$ cat config.mk
export PLATFORM = sky130hd
export DESIGN_NAME = eve_rng_scheduler
export DESIGN_NICKNAME = d
export VERILOG_FILES = /design/src/rtl/eve_rng_scheduler.sv
export SDC_FILE = /design/constraint.sdc
export NUM_CORES = 1
export LEC_CHECK = 0
export CAP_MARGIN = 30
export CORE_UTILIZATION = 48
export DETAILED_ROUTE_END_ITERATION = 6
export HOLD_SLACK_MARGIN = 0.15
export PLACE_DENSITY_LB_ADDON = 0.3
export SLEW_MARGIN = 25
export SYNTH_ARGS = -nofsm -noshare
export SYNTH_HDL_FRONTEND = slang
export SYNTH_SLANG_ARGS = --single-unit
export TNS_END_PERCENT = 10
$ cat constraint.sdc
create_clock -name clk -period 2.6 [get_ports clk]
set_clock_uncertainty 0.1 [all_clocks]
set_input_delay 0.39 -clock clk [delete_from_list [all_inputs] [get_ports clk]]
set_output_delay 0.39 -clock clk [all_outputs]
set_load 0.005 [all_outputs]
$ cat src/rtl/eve_rng_scheduler.sv
// eve_rng_scheduler: 36-bit xor-rotate generator shared by NREQ requesters
// through a round-robin arbiter, with warm-up after reset/reseed.
// Ports: clk, reset (sync, active-high), pe_id (default-seed source),
//   reseed/seed_in (load new seed), req (level requests),
//   grant (registered one-hot), rnd_valid/rnd_data (delivered word),
//   busy (warming up), zero_recover (lock-up recovery pulse).
module eve_rng_scheduler #(
    parameter int NREQ   = 4,
    parameter int WARMUP = 8
) (
    input  logic            clk,
    input  logic            reset,
    input  logic [7:0]      pe_id,
    input  logic            reseed,
    input  logic [35:0]     seed_in,
    input  logic [NREQ-1:0] req,
    output logic [NREQ-1:0] grant,
    output logic            rnd_valid,
    output logic [35:0]     rnd_data,
    output logic            busy,
    output logic            zero_recover
);

    localparam int PW = (NREQ > 1) ? $clog2(NREQ) : 1;

    localparam logic [0:0] ST_WARMUP = 1'b0;
    localparam logic [0:0] ST_SERVE  = 1'b1;

    // State entered after reset or reseed.
    localparam logic [0:0] ST_INIT = (WARMUP == 0) ? ST_SERVE : ST_WARMUP;
    localparam logic [7:0] W_LAST  = (WARMUP == 0) ? 8'd0 : 8'(WARMUP - 1);

    logic [0:0]    state;
    logic [35:0]   s;
    logic [7:0]    cnt;
    logic [PW-1:0] ptr;

    logic [35:0]   d;
    logic [35:0]   s_next;
    logic          s_zero;
    logic [35:0]   s_adv;

    logic [PW-1:0] cand;
    logic [PW-1:0] pick;
    logic          found;

    assign d      = {pe_id[3:0], pe_id, pe_id, pe_id, pe_id};
    assign s_next = {s[0], s[35:1]} ^ s;
    // An all-zero state is a fixed point; fall back to the default seed.
    assign s_zero = (s_next == 36'd0);
    assign s_adv  = s_zero ? d : s_next;
    assign busy   = (state == ST_WARMUP);

    // Round-robin search starting just after the last granted index.
    always_comb begin
        cand  = '0;
        pick  = '0;
        found = 1'b0;
        for (int i = 1; i <= NREQ; i++) begin
            cand = PW'((int'(ptr) + i) % NREQ);
            if (!found && req[cand]) begin
                found = 1'b1;
                pick  = cand;
            end
        end
    end

    always_ff @(posedge clk) begin
        if (reset) begin
            state        <= ST_INIT;
            s            <= d;
            cnt          <= 8'd0;
            ptr          <= PW'(NREQ - 1);
            grant        <= '0;
            rnd_valid    <= 1'b0;
            rnd_data     <= 36'd0;
            zero_recover <= 1'b0;
        end else if (reseed) begin
            state        <= ST_INIT;
            s            <= (seed_in == 36'd0) ? d : seed_in;
            cnt          <= 8'd0;
            grant        <= '0;
            rnd_valid    <= 1'b0;
            zero_recover <= 1'b0;
        end else begin
            grant        <= '0;
            rnd_valid    <= 1'b0;
            zero_recover <= 1'b0;
            if (state == ST_WARMUP) begin
                s            <= s_adv;
                zero_recover <= s_zero;
                cnt          <= cnt + 8'd1;
                if (cnt == W_LAST) begin
                    state <= ST_SERVE;
                end
            end else if (found) begin
                grant        <= NREQ'(1) << pick;
                rnd_valid    <= 1'b1;
                rnd_data     <= s;
                s            <= s_adv;
                zero_recover <= s_zero;
                ptr          <= pick;
            end
        end
    end

endmodule

# After elaboration in Yosys (flattened, before gate mapping)
# Cells that the tools add are included.
[word_totals]
input_bits = 51
register_bits = 89
elab_cells = 63
out_inout_bits = 43
[classes]
n_reduce_logical = 12
n_shift = 1
n_eq_ne = 2
muxes = 27
add_sub_neg = 5
n_bitwise = 4
order_cmp = 4
[ops]
columns = ["operator", "count"]
rows = [
  ["$mux 36", 6],
  ["$logic_not 36->1", 2],
  ["$xor 36x36->36", 1],
  ["$mux 1", 13],
  ["$lt 2x3->1 const B", 4],
  ["$add 8x1->8 const B", 1],
  ["$bmux 1 s2", 4],
  ["$eq 8x3->1 const B", 1],
  ["$mux 2", 4],
  ["$add 2x1->2 const B", 2],
  ["$add 2x2->2 const B", 2],
  ["$ne 4x3->1 const B", 1],
  ["$reduce_or 4->1", 1],
  ["$shl 1x2->4 const A", 1],
  ["$logic_and 1x1->1", 3],
  ["$logic_not 1->1", 3],
  ["$not 1->1", 3],
  ["$reduce_and 3->1", 1],
  ["$reduce_or 3->1", 1],
  ["$reduce_or 2->1", 1],
]

# Longest topological paths before layout
[logic_depth]
word_depth = 17
depth_mapped = 7
depth_no_buf = 5

# Worst setup path before layout
# No wires, ideal clock.
[synth_path]
path_kind = "input-to-reg"
start = "input port req[1]"
end = "register s[0] (enable)"
setup_slack_ns = -0.007
cell_stages = 2
setup_time_ns = 0.598
n_path_buf = 0
t_required_ns = 1.902
arrival_ns = 1.909
cell_sequence = "nor4_1 -> nand3_1"
[synth_between]
elab_chain_len = 13
[synth_rtl]
columns = ["element", "line", "text"]
rows = [
  ["start, declared", "16", "input logic [NREQ-1:0] req,"],
  ["$bmux 1 s2", "61", "if (!found && req[cand]) begin"],
  ["$mux 1 (not written as such)", "61", ""],
  ["$mux 1", "61", ""],
  ["$logic_not 1->1", "61", ""],
  ["$logic_and 1x1->1", "61", ""],
  ["$mux 1", "61", ""],
  ["$logic_not 1->1", "61", ""],
  ["$logic_and 1x1->1", "61", ""],
  ["$mux 1", "61", ""],
  ["$logic_not 1->1", "61", ""],
  ["$logic_and 1x1->1", "61", ""],
  ["$mux 1 *", "61", ""],
  ["$ne 4x3->1 (no source line) *", "--", ""],
  ["end signal, assigned", "80", "s <= (seed_in == 36'd0) ? d : seed_in;"],
  ["end signal, assigned", "90", "s <= s_adv;"],
  ["end signal, assigned", "100", "s <= s_adv;"],
  ["end, declared", "34", "logic [35:0] s;"],
]
# Every way passes the cells marked *; elsewhere a longest branch is shown, timed or not. The select of a mux whose other input is x is not followed.
# A chain may end at the register's enable or synchronous reset.

# Final worst setup path
[layout_path]
start = "register s[16]"
end = "register s[15] (data pin)"
[layout_between]
elab_chain_len = 7
[layout_rtl]
columns = ["element", "line", "text"]
rows = [
  ["$xor 36x36->36 *", "48", "assign s_next = {s[0], s[35:1]} ^ s;"],
  ["$logic_not 36->1", "50", "assign s_zero = (s_next == 36'd0);"],
  ["$mux 36 *", "51", "assign s_adv = s_zero ? d : s_next;"],
  ["$mux 36", "96", "end else if (found) begin"],
  ["$mux 36 *", "89", "if (state == ST_WARMUP) begin"],
  ["$mux 36 *", "78", "end else if (reseed) begin"],
  ["$mux 36 *", "69", "if (reset) begin"],
]
# Marks and branches as above.

==> impl_metrics.tcl <==
set metrics [dict create \
    outcome "finished, final reports clean" \
    gp_congestion 0.909 \
    drtIter0Drc 303 \
    synth_edf_count 36 \
    area_delta_synth_final_pct 27.8 \
    synthTopCellsByArea "edfxtp_1 (21%), dfxtp_1 (21%), a221oi_2 (8.5%)" \
    slew_headroom_pct 54.8 \
    worstPathArrival_ns 2.48 \
    path_class "flip-flop to flip-flop" \
    core_area_mm2 0.0104 \
    via_per_inst 5.67 \
    nets 694 \
    dieWidth_um 105 \
    reg2regPathDepth 6 \
    holdPathStages 2 \
    synthMuxAreaShare_pct 0.195 \
    cts_root_buf "clkbuf_8" \
    synth_area_mm2 0.00514 \
    cp-end-kind "flip-flop" \
    synthTopCellsByCount "nand2_1 (76), dfxtp_1 (53), a21oi_1 (46)" \
    min_to "rnd_data[33]" \
    hold_viol 0 \
    swShare_pct 30.2 \
    worstMarginPinSlew_ns 0.675 \
    synth_most_common_cell "nand2_1" \
    wl_per_cell_um 18.1 \
    pre_cts_slack_ns 0.0462 \
    cts_tree "yes" \
    port_buffers 93 \
    start_util_pct 49.5 \
    hold_path.class "flip-flop to flip-flop" \
    synthCells 538 \
    clock_latency_ns 0.36 \
    routed_wl_mm 14.1 \
    htreeDepth 3 \
    antenna_found_initial 0 \
    dp_cells 767 \
    num_rows 37 \
    fin_tns_setup_ns 0 \
    grt_max_degree 37 \
    drtAntennaViolNets 0 \
    post_cts_buffers 0 \
    drt_first_pass_iters 5 \
    hold_buffers 0 \
    yosysSeqAreaShare_pct 41.7 \
    p_comb_share_pct 23.1 \
    switchingPower_mw 1.01 \
    worst-path-max-fanout 10 \
    overflow 0 \
    cts.sinks 89 \
    ctsResizeCount 0 \
    yosysTopAreaCell "edfxtp_1" \
    synthXorXnorAreaFrac_pct 7.33 \
    p_int_mw 2.33 \
    fp.dieH_um 105 \
    synth_top_family_by_area "compound AO/OA/AOI/OAI gates" \
    seqCellArea_mm2 0.00214 \
    crit_path_start_kind "flip-flop" \
    ys_warn_count 0 \
    cts_buffers 9 \
    rsz0062_at_grt "false" \
    power_frac_clock_pct 27.0 \
    ys_async_sr_fraction_pct 0 \
    grt_pass1_wl_mm 22.4 \
    multi_input_area_mm2 0.00275 \
    worstReg2RegStart "s[16]" \
    antennaDiodeCount 0 \
    synthAdderAreaFrac_pct 0.244 \
    drc 0 \
    fin_ws_ns 0.196 \
    setup_violations 0 \
    r2r_setup_slack_ns 0.20 \
    power_density_mw_per_mm2 508 \
    ys.flop_type "dfxtp_1" \
    synth_cell_types 43 \
    crit_required_ns 2.68 \
    track_usage_pct 26.3 \
    synth_top_area_share_pct 21.0 \
    grt_pass1_vias 4485 \
    synth_fp_nets 590 \
    p_leak_nw 2.44 \
    synth_seq_cells 89 \
    fin_cells 783 \
    maxCapViolations 0 \
    n_fill_cell 895 \
    finalPower_mw 3.34 \
    via_count 4441 \
    yosys.area_share.simple_pct 17.3 \
    min_from "rnd_data[33]" \
    synth_compound_area_share_pct 27.9 \
    dp_hpwl_mm 10.5 \
    worstReg2RegEnd "s[15]" \
    clockBufferDepth 2 \
    io_pins 94 \
    power_frac_seq_pct 49.9 \
    synth_area_per_cell_um2 9.55 \
    post-route-period-util_pct 92.5 \
    fmax_mhz 416 \
    clk_pin_slew_ns 0.09 \
    finalCriticalPeriod_ns 2.40 \
    final_max_slew_viol_count 0 \
    vdd.ir_drop.worst_mv 0.230 \
    drive_gt1_share_pct 18.5 \
    die_area_mm2 0.0111 \
]
[power by group through the flow]
stage / clock, mW / sequential (mW) / combinational, mW
floorplan: 0 / 1.67 / 0.506
global placement: 0 / 1.69 / 0.744
detailed placement: 0 / 1.70 / 0.757
CTS: 0.916 / 1.66 / 0.764
global route: 0.969 / 1.68 / 0.833
finish: 0.902 / 1.66 / 0.772
[sequential cells by signal, indices dropped and copies added (netlist names)]
signal / count
cnt: 8
grant: 4
ptr: 2
rnd_data: 36
rnd_valid: 1
s: 36
state: 1
zero_recover: 1
[cells in the final DEF, fill, tap and decap left out, types with 27 or more instances in the layout]
master           instances
xnor2_1                 36
inv_1                   37
dfxtp_1                 53
clkdlybuf4s50_1         92
edfxtp_1                36
a21oi_1                 46
a221oi_2                29
and2_1                  34
buf_4                   27
a21o_1                  36
o21ba_2                 36
nand2_1                 76
[logic make-up (layout without fill, tap and decap cells)]
group / Yosys count / in the layout
compound gates: 161 / 161
buf+inv: 67 / 176
xor+xnor: 43 / 43
simple gates: 176 / 176
fa+ha+maj: 1 / 1
mux: 1 / 1
flops: 89 / 89
[worst max-delay path, cell delays in order, from the launching register on]
cell,delay (ns)
edfxtp_1,0.50
xnor2_1,0.36
nand4_1,0.15
nor3_1,0.45
nand3_4,0.13
buf_4,0.23
a221oi_1,0.30
[metrics by stage]
step                instance area (um2)  hold slack [ns]  util, %
floorplan                          5140            0.350        -
global placement                   6390            0.344     61.6
detailed placement                 6390            0.346     61.6
CTS                                6570            0.358     63.3
global route                       6570            0.375     63.3
finish                             6570            0.356     63.3
[layout make-up]
| cell class | instances | area share (%) |
|---|---|---|
| clock buffers | 10 | 2.10 |
| clock inverters | 6 | 0.610 |
| inverters | 37 | 2.11 |
| multi-input cells | 382 | 41.9 |
| flip-flops and latches | 89 | 32.6 |
| well taps | 136 | 2.59 |
| repair buffers | 123 | 18.1 |
[metal layers]
layer	GRT usage (%)	routed length (um)	up-vias
met5	0	0	-
met4	11.0	393	0
met3	4.27	895	31
met2	42.4	6560	166
met1	35.1	6290	2126
li1	-	-	2118
[worst max-delay path by stage]
stage / endpoint / startpoint / cells after the start / slack [ns]
2_1_floorplan: s[0] / s[13] / 5 / 0.36
3_3_place_gp: s[15] / seed_in[2] / 8 / 0.13
3_5_place_dp: s[15] / seed_in[2] / 8 / 0.05
4_1_cts: s[15] / s[16] / 6 / 0.22
5_1_grt: s[14] / s[0] / 6 / 0.09
6_report: s[15] / s[16] / 6 / 0.20
(Power assumes the default switching activity.)
